## src/rtl/binary_lif_pkg.sv

```systemverilog
// Shared constants and the candidate-potential helper for the binary LIF neuron.
package binary_lif_pkg;

    localparam int DEFAULT_THRESHOLD  = 5;
    localparam int DEFAULT_WIDTH      = 8;
    localparam int DEFAULT_WEIGHT     = 1;
    localparam int DEFAULT_LEAK       = 1;
    localparam int DEFAULT_REFRACTORY = 0;

    // Widest membrane potential the helper can handle; the result is one bit wider.
    localparam int MAX_POT_W = 32;

    typedef logic [MAX_POT_W-1:0] pot_ext_t;
    typedef logic [MAX_POT_W:0]   cand_ext_t;

    // Candidate potential: integrate WEIGHT on a spike, otherwise leak with a floor at zero.
    // The extra top bit keeps P + WEIGHT from wrapping.
    function automatic cand_ext_t lif_next_potential(
        input pot_ext_t p,
        input logic     i,
        input pot_ext_t weight,
        input pot_ext_t leak
    );
        cand_ext_t cand;
        if (i) begin
            cand = {1'b0, p} + {1'b0, weight};
        end else if (p > leak) begin
            cand = {1'b0, p - leak};
        end else begin
            cand = {(MAX_POT_W + 1){1'b0}};
        end
        return cand;
    endfunction

endpackage

```

## src/rtl/binary_lif_param_check.sv

```systemverilog
// Elaboration-time parameter sanity checks for the binary LIF neuron.
module binary_lif_param_check #(
    parameter int THRESHOLD = 5,
    parameter int WIDTH     = 8,
    parameter int WEIGHT    = 1
);

    if (THRESHOLD < 1) begin : g_thr_zero
        $error("binary_lif_neuron: THRESHOLD must be at least 1");
    end

    if ((WIDTH < 1) || (WIDTH > 32)) begin : g_width_range
        $error("binary_lif_neuron: WIDTH must be between 1 and 32");
    end

    if (longint'(THRESHOLD) >= (64'sd1 <<< WIDTH)) begin : g_thr_big
        $error("binary_lif_neuron: THRESHOLD must be below 2**WIDTH");
    end

    if (WEIGHT < 1) begin : g_weight_zero
        $error("binary_lif_neuron: WEIGHT must be at least 1");
    end

    if (longint'(WEIGHT) >= (64'sd1 <<< WIDTH)) begin : g_weight_big
        $error("binary_lif_neuron: WEIGHT must be below 2**WIDTH");
    end

endmodule

```

## src/rtl/lif_refractory_counter.sv

```systemverilog
// Refractory down-counter: loads on a spike, counts down to zero, active while nonzero.
module lif_refractory_counter #(
    parameter int REFRACTORY = 1
) (
    input  logic clk,
    input  logic rst,
    input  logic load,
    output logic active
);

    localparam int CNT_W = (REFRACTORY > 0) ? $clog2(REFRACTORY + 1) : 1;

    logic [CNT_W-1:0] count_r;

    // Load the refractory length on a spike, then count down to idle.
    always_ff @(posedge clk) begin
        if (rst) begin
            count_r <= {CNT_W{1'b0}};
        end else if (load) begin
            count_r <= CNT_W'(REFRACTORY);
        end else if (count_r != {CNT_W{1'b0}}) begin
            count_r <= count_r - CNT_W'(1);
        end else begin
            count_r <= count_r;
        end
    end

    assign active = (count_r != {CNT_W{1'b0}});

endmodule

```

## src/rtl/binary_lif_neuron.sv

```systemverilog
// Binary-input, binary-output leaky integrate-and-fire neuron with optional refractory period.
module binary_lif_neuron
    import binary_lif_pkg::*;
#(
    parameter int THRESHOLD  = DEFAULT_THRESHOLD,
    parameter int WIDTH      = DEFAULT_WIDTH,
    parameter int WEIGHT     = DEFAULT_WEIGHT,
    parameter int LEAK       = DEFAULT_LEAK,
    parameter int REFRACTORY = DEFAULT_REFRACTORY
) (
    input  logic clk,
    input  logic rst,
    input  logic I,
    output logic S
);

    localparam cand_ext_t THRESH_EXT = cand_ext_t'(THRESHOLD);
    localparam pot_ext_t  WEIGHT_EXT = pot_ext_t'(WEIGHT);
    localparam pot_ext_t  LEAK_EXT   = pot_ext_t'(LEAK);

    logic [WIDTH-1:0] p_r;
    cand_ext_t        cand_s;
    logic             fire_s;
    logic             refr_active_s;

    binary_lif_param_check #(
        .THRESHOLD (THRESHOLD),
        .WIDTH     (WIDTH),
        .WEIGHT    (WEIGHT)
    ) u_param_check ();

    if (REFRACTORY > 0) begin : g_refr
        lif_refractory_counter #(
            .REFRACTORY (REFRACTORY)
        ) u_refr (
            .clk    (clk),
            .rst    (rst),
            .load   (fire_s),
            .active (refr_active_s)
        );
    end else begin : g_no_refr
        assign refr_active_s = 1'b0;
    end

    // Candidate potential and threshold decision; firing is suppressed while refractory.
    always_comb begin
        cand_s = lif_next_potential(pot_ext_t'(p_r), I, WEIGHT_EXT, LEAK_EXT);
        fire_s = 1'b0;
        if (!refr_active_s && (cand_s >= THRESH_EXT)) begin
            fire_s = 1'b1;
        end else begin
            fire_s = 1'b0;
        end
    end

    // Membrane potential and output spike registers; reset beats refractory beats firing.
    always_ff @(posedge clk) begin
        if (rst) begin
            p_r <= {WIDTH{1'b0}};
            S   <= 1'b0;
        end else if (refr_active_s) begin
            p_r <= {WIDTH{1'b0}};
            S   <= 1'b0;
        end else if (fire_s) begin
            p_r <= {WIDTH{1'b0}};
            S   <= 1'b1;
        end else begin
            p_r <= cand_s[WIDTH-1:0];
            S   <= 1'b0;
        end
    end

endmodule

```

## config.mk

```make
export PLATFORM = sky130hd
export DESIGN_NAME = binary_lif_neuron
export DESIGN_NICKNAME = d
export VERILOG_FILES = /design/src/rtl/binary_lif_pkg.sv /design/src/rtl/binary_lif_param_check.sv /design/src/rtl/lif_refractory_counter.sv /design/src/rtl/binary_lif_neuron.sv
export SDC_FILE = /design/constraint.sdc
export NUM_CORES = 1
export LEC_CHECK = 0
export CAP_MARGIN = 5
export CORE_UTILIZATION = 30
export DETAILED_ROUTE_END_ITERATION = 7
export DONT_BUFFER_PORTS = 1
export GPL_TIMING_DRIVEN = 1
export PLACE_DENSITY = 0.4
export SYNTH_ARGS = -nofsm -noshare
export SYNTH_HDL_FRONTEND = slang
export SYNTH_SLANG_ARGS = --single-unit
```

## constraint.sdc

```tcl
create_clock -name clk -period 2.9 [get_ports clk]
set_input_delay 0.145 -clock clk [delete_from_list [all_inputs] [get_ports clk]]
set_output_delay 0.145 -clock clk [all_outputs]
set_load 0.005 [all_outputs]
```

==> flow_summary.html, run 1 <==
<table>
<tr><th>Metric</th><th>Value</th></tr>
<tr><th colspan="2">Clocking</th></tr>
<tr><td>CTS tree</td><td>done</td></tr>
<tr><td>Maximum root-to-sink buffer count</td><td>2</td></tr>
<tr><td>Clock latency reported for the late side of the worst-skew pair</td><td>260 ps</td></tr>
<tr><td>Root buf cell</td><td>sky130_fd_sc_hd__clkbuf_4</td></tr>
<tr><td>Clock edge transition at the registers on the reported setup and hold paths</td><td>60 ps</td></tr>
<tr><td>CTS buffer count</td><td>3</td></tr>
<tr><td>H-Tree Level Count</td><td>1</td></tr>
<tr><td>CTS sink count</td><td>9</td></tr>
<tr><th colspan="2">Global routing</th></tr>
<tr><td>Antenna violations before repair</td><td>0</td></tr>
<tr><td>GRT Residual Overflow</td><td>0</td></tr>
<tr><td>First-pass GRT wire length</td><td>1770 microns</td></tr>
<tr><td>GRT Resource Usage Total</td><td>0.123</td></tr>
<tr><td>Number of global-route vias before repair</td><td>432</td></tr>
<tr><td>Maximum number of pins on one net before global-route repair</td><td>11</td></tr>
<tr><th colspan="2">Finish</th></tr>
<tr><td>Fraction of final layout cells with drive strength greater than 1</td><td>0.147</td></tr>
<tr><td>Number of antenna diodes</td><td>0</td></tr>
<tr><td>Finished layout cell area</td><td>619 sq um</td></tr>
<tr><td>Synthesis-to-finish area growth</td><td>14.3%</td></tr>
<tr><td>Number of nets in the finished design</td><td>75</td></tr>
<tr><td>Final design utilization</td><td>0.389</td></tr>
<tr><th colspan="2">Synthesis</th></tr>
<tr><td>Most common cell in the netlist</td><td>sky130_fd_sc_hd__dfxtp_1</td></tr>
<tr><td>Post-synthesis sequential area ratio</td><td>0.333</td></tr>
<tr><td>Cell area after synthesis</td><td>roughly 540 sq um</td></tr>
<tr><td>Yosys Warn Count</td><td>0</td></tr>
<tr><td>Ranking of synthesized cells by area</td><td>sky130_fd_sc_hd__dfxtp_1 (33%), sky130_fd_sc_hd__ha_1 (6.9%), sky130_fd_sc_hd__mux2i_1 (3.7%)</td></tr>
<tr><td>Most frequent cells after synthesis</td><td>sky130_fd_sc_hd__dfxtp_1 (9), sky130_fd_sc_hd__nor2_1 (4)</td></tr>
<tr><td>Cells after Synth</td><td>60</td></tr>
<tr><td>Register bit total from synthesis</td><td>9</td></tr>
<tr><td>Cell type with the highest aggregate area in the netlist</td><td>sky130_fd_sc_hd__dfxtp_1</td></tr>
<tr><td>Proportion of synthesized flip-flops having asynchronous set or reset</td><td>0</td></tr>
<tr><td>Distinct cells, synth</td><td>35</td></tr>
<tr><td>Average cell area after synthesis</td><td>around 9 sq um</td></tr>
<tr><td>Post-synth EDFFs</td><td>0</td></tr>
<tr><td>Most frequently used flop master after synthesis</td><td>sky130_fd_sc_hd__dfxtp_1</td></tr>
<tr><td>Fraction of post-synthesis cell area in the top cell type by area</td><td>0.333</td></tr>
<tr><th colspan="2">Die</th></tr>
<tr><td>IO Pins</td><td>4</td></tr>
<tr><td>Core Footprint</td><td>0.00159 sq mm</td></tr>
<tr><td>Die Span Y</td><td>44.5 microns</td></tr>
<tr><td>Die width</td><td>44.5 microns</td></tr>
<tr><td>Starting Density</td><td>0.340</td></tr>
<tr><td>Std-Cell Rows</td><td>14</td></tr>
<tr><td>Area of the die</td><td>between 0.0015 and 0.002 sq mm</td></tr>
<tr><th colspan="2">Detailed routing</th></tr>
<tr><td>WL/cell</td><td>11.0 microns</td></tr>
<tr><td>Residual antenna-violating net count after detailed routing</td><td>0</td></tr>
<tr><td>Vias/cell</td><td>4.79</td></tr>
<tr><td>Pre-antenna DRT Iters</td><td>4</td></tr>
<tr><td>1st-iter DRT viols</td><td>9</td></tr>
<tr><td>Overall via count from detail_route</td><td>441</td></tr>
<tr><td>Total Routed Length</td><td>1010 microns</td></tr>
<tr><td>Post-route DRC violation count</td><td>0</td></tr>
<tr><th colspan="2">Setup path</th></tr>
<tr><td>Crit end category</td><td>register</td></tr>
<tr><td>Arrival @ worst endpoint</td><td>2410 ps</td></tr>
<tr><td>CP startpoint kind</td><td>register</td></tr>
<tr><td>Critical setup path kind</td><td>reg2reg</td></tr>
<tr><td>Logic depth of the worst register-to-register path</td><td>7</td></tr>
<tr><td>Req. time, crit path</td><td>about 3000 ps</td></tr>
<tr><td>CP Cell Sequence</td><td>inv_1 -&gt; ha_1 -&gt; or4b_2 -&gt; o21bai_1 -&gt; a221oi_1 -&gt; a311o_1 -&gt; nor3_1</td></tr>
<tr><td>Slowest cell on the critical path</td><td>sky130_fd_sc_hd__or4b_2</td></tr>
<tr><td>Largest fanout of any net on the critical path</td><td>8</td></tr>
<tr><td>Delay of the slowest critical-path stage</td><td>~620 ps</td></tr>
<tr><th colspan="2">Run</th></tr>
<tr><td>Max-cap viol count</td><td>0</td></tr>
<tr><th colspan="2">Place</th></tr>
<tr><td>Cell area after placement</td><td>between 500 and 600 sq um</td></tr>
<tr><td>Count of buffers inserted at the top-level ports</td><td>0</td></tr>
<tr><td>Post-placement worst setup slack</td><td>679 ps</td></tr>
<tr><td>Last weighted congestion value of the routability-driven placer</td><td>0.705</td></tr>
<tr><td>Detailed-placement wirelength estimate</td><td>~760 microns</td></tr>
<tr><th colspan="2">Outcome</th></tr>
<tr><td>Result of the run</td><td>completed</td></tr>
<tr><th colspan="2">STA</th></tr>
<tr><td>Worst Setup Slack, final</td><td>670 ps</td></tr>
<tr><td>Clock skew after layout</td><td>5.03 ps</td></tr>
<tr><td>Unrepaired setup endpoints after global routing</td><td>false</td></tr>
<tr><td>Final hold violations</td><td>0</td></tr>
<tr><td>Hold slack</td><td>between 100 and 150 ps</td></tr>
<tr><td>Time the worst path needs with I/O delays and setup</td><td>2230 ps</td></tr>
<tr><td>Achievable Freq</td><td>around 450 MHz</td></tr>
<tr><td>Accumulated negative setup slack</td><td>0 ps</td></tr>
<tr><td>Final setup vio count</td><td>0</td></tr>
<tr><td>Fraction of the cycle the final worst path needs</td><td>0.769</td></tr>
<tr><td>Count of pins over their slew limit</td><td>0</td></tr>
<tr><th colspan="2">Min path</th></tr>
<tr><td>Hold-critical path depth</td><td>2</td></tr>
<tr><td>Class of the tightest hold or removal check</td><td>in2reg</td></tr>
<tr><th colspan="2">Power and ir drop</th></tr>
<tr><td>Leakage component of the power</td><td>0.248 nW</td></tr>
<tr><td>Maximum vdd drop</td><td>0.191 mV</td></tr>
<tr><td>Power Dens Cells</td><td>408 mW/mm^2</td></tr>
</table>
## what timing repair did
action | 4_1_cts | 5_1_grt
hold buffers | 1 | 0
endpoints found under the hold margin | 1 | 0
setup buffers | 0 | 0
gates resized for setup | 0 | 0
setup endpoints to repair | 0 | 0
## cell families after synthesis
group / share of synthesized area
simple gates: 0.314
mux: 0.0370
xor+xnor: 0.0323
fa+ha+maj: 0.0693
flops: 0.333
other cells: 0.00692
compound gates: 0.166
buf+inv: 0.0416
## layout by cell type, fill, tap and decap left out, types with 3 or more instances in the layout
cell	netlist	routed
sky130_fd_sc_hd__inv_1	3	3
sky130_fd_sc_hd__nand2_1	3	3
sky130_fd_sc_hd__conb_1	1	5
sky130_fd_sc_hd__dfxtp_1	9	9
sky130_fd_sc_hd__nor2_1	4	4
sky130_fd_sc_hd__clkbuf_4	0	3
sky130_fd_sc_hd__ha_1	3	3
sky130_fd_sc_hd__nor3_1	3	3
## metrics by stage
stage / total power [mW] / std cells
after floorplan: 0.158 / 64
after global placement: 0.162 / 87
after detailed placement: 0.161 / 87
after CTS: 0.257 / 92
after global routing: 0.269 / 92
final: 0.253 / 92
## final cells by class
class	instances	area (sq um)
clock buffer	4	26.3
multi-input combinational	50	354
tap	24	30.0
sequential	9	180
fill	169	975
inverter	3	11.3
timing repair buffer	2	17.5
## state kept, by name, summed over array words and instances (netlist names)
signal  flops
S           1
p_r         8
## layer usage
layer	track usage	share of wire	vias to the layer above
li1	-	-	236
met1	0.162	0.50	192
met2	0.182	0.43	11
met3	0.0163	0.050	2
met4	0.0909	0.0099	0
met5	0	0	-
## report_power, final
group	switching (mW)	internal, mW
sequential	0.00530	0.129
clock	0.0408	0.0528
combinational	0.0126	0.0125
## path summary, 6_finish.rpt
path                            slack, ps     end    from
worst max-delay path                  670  p_r[1]  p_r[1]
worst min-delay path                  110  p_r[2]     rst
worst max register to register        670  p_r[1]  p_r[1]
worst min register to register        610  p_r[0]  p_r[0]
## worst max-delay path: cells and delay by family (launching register included)
| family | cells | cell delay (ps) |
|---|---|---|
| buffers and inverters | 1 | 100 |
| adders and majority gates | 1 | 250 |
| AOI/OAI and AO/OA | 3 | 560 |
| DFF | 1 | 440 |
| and+or+nand+nor | 2 | 800 |
Power figures use the tool's default switching activity.
==> run 2, diff against run 1 <==
--- a/config.mk
+++ b/config.mk
@@ -5,6 +5,7 @@
 export SDC_FILE = /design/constraint.sdc
 export NUM_CORES = 1
 export LEC_CHECK = 0
+export ABC_AREA = 1
 export CAP_MARGIN = 5
 export CORE_UTILIZATION = 30
 export DETAILED_ROUTE_END_ITERATION = 7
==> constraint.sdc (replaced) <==
create_clock -name clk -period 2.18 [get_ports clk]
set_input_delay 0.109 -clock clk [delete_from_list [all_inputs] [get_ports clk]]
set_output_delay 0.109 -clock clk [all_outputs]
set_load 0.005 [all_outputs]
==> run 2 against run 1 <==
Worst hold slack worse by 63 ps. Sequential power rose by 37%. Utilization down 4.6 points. Register-to-register slack worse by 370 ps. First-iteration DRC count up 33%. Power is 46% higher. Synthesized area is 45% higher. Clock power rose by 28%.
==> flow_summary.html, run 2 <==
<table>
<tr><th>Metric</th><th>Value</th></tr>
<tr><th colspan="2">Outcome</th></tr>
<tr><td>Result of the run</td><td>completed</td></tr>
<tr><th colspan="2">Synthesis</th></tr>
<tr><td>Post-synthesis sequential area ratio</td><td>0.229</td></tr>
<tr><td>Cells after Synth</td><td>118</td></tr>
<tr><td>Most frequent cells after synthesis</td><td>sky130_fd_sc_hd__nand2_1 (27), sky130_fd_sc_hd__nand3_1 (14), sky130_fd_sc_hd__nor2_1 (12)</td></tr>
<tr><td>Most common cell in the netlist</td><td>sky130_fd_sc_hd__nand2_1</td></tr>
<tr><td>Average cell area after synthesis</td><td>6.67 sq um</td></tr>
<tr><td>Cell type with the highest aggregate area in the netlist</td><td>sky130_fd_sc_hd__dfxtp_1</td></tr>
<tr><td>Post-synth EDFFs</td><td>0</td></tr>
<tr><td>Most frequently used flop master after synthesis</td><td>sky130_fd_sc_hd__dfxtp_1</td></tr>
<tr><td>Register bit total from synthesis</td><td>9</td></tr>
<tr><td>Cell area after synthesis</td><td>just under 800 sq um</td></tr>
<tr><td>Proportion of synthesized flip-flops having asynchronous set or reset</td><td>0</td></tr>
<tr><td>Yosys Warn Count</td><td>0</td></tr>
<tr><td>Ranking of synthesized cells by area</td><td>sky130_fd_sc_hd__dfxtp_1 (23%), sky130_fd_sc_hd__nand2_1 (13%), sky130_fd_sc_hd__nand3_1 (8.9%)</td></tr>
<tr><td>Distinct cells, synth</td><td>24</td></tr>
<tr><td>Fraction of post-synthesis cell area in the top cell type by area</td><td>0.229</td></tr>
<tr><th colspan="2">STA</th></tr>
<tr><td>Time the worst path needs with I/O delays and setup</td><td>~1900 ps</td></tr>
<tr><td>Achievable Freq</td><td>533 MHz</td></tr>
<tr><td>Unrepaired setup endpoints after global routing</td><td>false</td></tr>
<tr><td>Accumulated negative setup slack</td><td>0 ps</td></tr>
<tr><td>Final hold violations</td><td>0</td></tr>
<tr><td>Final setup vio count</td><td>0</td></tr>
<tr><td>Clock skew after layout</td><td>6.80 ps</td></tr>
<tr><td>Count of pins over their slew limit</td><td>0</td></tr>
<tr><td>Fraction of the cycle the final worst path needs</td><td>0.861</td></tr>
<tr><th colspan="2">Clocking</th></tr>
<tr><td>CTS buffer count</td><td>3</td></tr>
<tr><td>Root buf cell</td><td>sky130_fd_sc_hd__clkbuf_4</td></tr>
<tr><td>Post CTS Setup Buffer Count</td><td>0</td></tr>
<tr><td>Clock latency reported for the late side of the worst-skew pair</td><td>250 ps</td></tr>
<tr><td>Number of hold buffers added after CTS</td><td>1</td></tr>
<tr><td>Maximum root-to-sink buffer count</td><td>2</td></tr>
<tr><td>Resized cells post-CTS</td><td>0</td></tr>
<tr><td>CTS sink count</td><td>9</td></tr>
<tr><td>Clock edge transition at the registers on the reported setup and hold paths</td><td>50 ps</td></tr>
<tr><td>H-Tree Level Count</td><td>1</td></tr>
<tr><td>CTS tree</td><td>done</td></tr>
<tr><th colspan="2">Global routing</th></tr>
<tr><td>GRT Residual Overflow</td><td>0</td></tr>
<tr><td>Number of global-route vias before repair</td><td>686</td></tr>
<tr><td>Antenna violations before repair</td><td>0</td></tr>
<tr><td>First-pass GRT wire length</td><td>3020 microns</td></tr>
<tr><td>GRT Resource Usage Total</td><td>0.149</td></tr>
<tr><td>Maximum number of pins on one net before global-route repair</td><td>10</td></tr>
<tr><th colspan="2">Setup path</th></tr>
<tr><td>Critical setup path kind</td><td>reg2reg</td></tr>
<tr><td>Crit end category</td><td>register</td></tr>
<tr><td>Req. time, crit path</td><td>between 2000 and 2500 ps</td></tr>
<tr><td>CP startpoint kind</td><td>register</td></tr>
<tr><td>Worst reg2reg setup slack</td><td>300 ps</td></tr>
<tr><td>Arrival @ worst endpoint</td><td>2060 ps</td></tr>
<tr><td>Largest fanout of any net on the critical path</td><td>5</td></tr>
<tr><th colspan="2">Finish</th></tr>
<tr><td>Registers with the highest flip-flop counts</td><td>p_r (8), S (1)</td></tr>
<tr><td>Leading cell type in the layout, fill and taps excluded</td><td>sky130_fd_sc_hd__nand2_1</td></tr>
<tr><td>Number of flip-flops under the largest register name</td><td>8</td></tr>
<tr><td>Largest Register</td><td>p_r</td></tr>
<tr><td>Layout filler cell count</td><td>291</td></tr>
<tr><td>Number of nets in the finished design</td><td>131</td></tr>
<tr><td>Most used cells in the layout excluding fill and tap cells</td><td>sky130_fd_sc_hd__nand2_1 (27), sky130_fd_sc_hd__nand3_1 (14), sky130_fd_sc_hd__nor2_1 (12)</td></tr>
<tr><td>Number of antenna diodes</td><td>0</td></tr>
<tr><td>Finished layout cell area</td><td>848 sq um</td></tr>
<tr><td>Final design utilization</td><td>0.342</td></tr>
<tr><td>Final standard cell count with taps included and fillers excluded</td><td>154</td></tr>
<tr><td>Synthesis-to-finish area growth</td><td>7.79%</td></tr>
<tr><td>Fraction of final layout cells with drive strength greater than 1</td><td>0.194</td></tr>
<tr><th colspan="2">Detailed routing</th></tr>
<tr><td>Residual antenna-violating net count after detailed routing</td><td>0</td></tr>
<tr><td>1st-iter DRT viols</td><td>12</td></tr>
<tr><td>Vias/cell</td><td>around 4.7</td></tr>
<tr><td>Pre-antenna DRT Iters</td><td>4</td></tr>
<tr><td>Total Routed Length</td><td>1680 microns</td></tr>
<tr><td>Overall via count from detail_route</td><td>722</td></tr>
<tr><td>WL/cell</td><td>between 10 and 15 microns</td></tr>
<tr><td>Post-route DRC violation count</td><td>0</td></tr>
<tr><th colspan="2">Power and ir drop</th></tr>
<tr><td>Power Dens Cells</td><td>between 400 and 500 mW/mm^2</td></tr>
<tr><td>Maximum vdd drop</td><td>0.316 mV</td></tr>
<tr><td>Total Power</td><td>370 uW</td></tr>
<tr><td>Leakage component of the power</td><td>0.408 nW</td></tr>
<tr><th colspan="2">Place</th></tr>
<tr><td>Detailed-placement wirelength estimate</td><td>1370 microns</td></tr>
<tr><td>Dpl cells</td><td>149</td></tr>
<tr><td>Last weighted congestion value of the routability-driven placer</td><td>0.773</td></tr>
<tr><td>Count of buffers inserted at the top-level ports</td><td>0</td></tr>
<tr><td>Cell area after placement</td><td>812 sq um</td></tr>
<tr><th colspan="2">Die</th></tr>
<tr><td>Core Footprint</td><td>0.00248 sq mm</td></tr>
<tr><td>IO Pins</td><td>4</td></tr>
<tr><td>Std-Cell Rows</td><td>18</td></tr>
<tr><td>Area of the die</td><td>0.00283 sq mm</td></tr>
<tr><td>Die Span Y</td><td>53.2 microns</td></tr>
<tr><td>Die width</td><td>53.2 microns</td></tr>
<tr><td>Starting Density</td><td>0.318</td></tr>
<tr><th colspan="2">Run</th></tr>
<tr><td>Max-cap viol count</td><td>0</td></tr>
<tr><th colspan="2">Min path</th></tr>
<tr><td>Class of the tightest hold or removal check</td><td>in2reg</td></tr>
</table>
[run 2: cell types whose count changed after synthesis, moves of 3 or more]
cell,previous run,this run
sky130_fd_sc_hd__nand2_1,3,27
sky130_fd_sc_hd__nand2_2,0,4
sky130_fd_sc_hd__inv_1,3,11
sky130_fd_sc_hd__inv_2,0,3
sky130_fd_sc_hd__o21ai_0,1,4
sky130_fd_sc_hd__nor2_1,4,12
sky130_fd_sc_hd__nor2_2,0,3
sky130_fd_sc_hd__nand3_1,1,14
sky130_fd_sc_hd__nand3_2,0,6
[run 2: cell families (layout without fill, tap and decap cells)]
| family | after synthesis | after routing | share of synthesized area |
|---|---|---|---|
| simple gates | 75 | 75 | 0.512 |
| compound gates | 8 | 8 | 0.0556 |
| flops | 9 | 9 | 0.229 |
| fa+ha+maj | 3 | 3 | 0.0477 |
| xor+xnor | 4 | 4 | 0.0445 |
| other cells | 1 | 5 | 0.00476 |
| buf+inv | 18 | 20 | 0.107 |
[run 2: final cells by class]
cell class	count	area, sq um	share of cell area
Multi-Input combinational cell	95	538	0.634
Sequential cell	9	180	0.212
Inverter	15	56.3	0.0664
Tap cell	30	37.5	0.0442
Clock buffer	4	26.3	0.0310
Timing Repair Buffer	1	10.0	0.0118
[run 2: power breakdown]
part,switching [mW],internal [mW],total [mW]
logic,0.0431,0.0242,0.0673
clock network,0.0497,0.0700,0.120
registers,0.0114,0.172,0.183
[run 2: metrics by stage]
stage	setup slack [ps]	hold slack, ps
global route	65.7	37.6
detailed placement	293	182
floorplan	548	178
finish	302	42.8
CTS	276	41.4
global placement	317	182
[run 2: path summary, 6_finish.rpt]
kind                from     end  cells past startpoint
setup / recovery  p_r[0]  p_r[0]                     13
hold / removal       rst  p_r[1]                      3
setup reg to reg  p_r[0]  p_r[0]                     13
hold reg to reg   p_r[7]       S                      4
[run 2: per-layer routing]
layer  wire [microns]  global-route usage  vias to the layer above  part of all wire
li1                 -                   -                      381                 -
met1              831               0.198                      324              0.49
met2              788               0.235                       13              0.47
met3               38              0.0201                        4             0.023
met4               24              0.0658                        0             0.014
met5                0                   0                        -                 0
[run 2: critical path, cell delays in order (launching register included)]
cell and delay (ps):
sky130_fd_sc_hd__dfxtp_1 510, sky130_fd_sc_hd__inv_1 160, sky130_fd_sc_hd__ha_1 280, sky130_fd_sc_hd__inv_1 70, sky130_fd_sc_hd__nor2_1 50, sky130_fd_sc_hd__nand2_1 90
sky130_fd_sc_hd__o21ai_0 70, sky130_fd_sc_hd__nand2_1 70, sky130_fd_sc_hd__nor2_1 50, sky130_fd_sc_hd__nor2_1 80, sky130_fd_sc_hd__nand2_1 60, sky130_fd_sc_hd__nor2_2 120
sky130_fd_sc_hd__nand3_2 100, sky130_fd_sc_hd__nor2_1 100
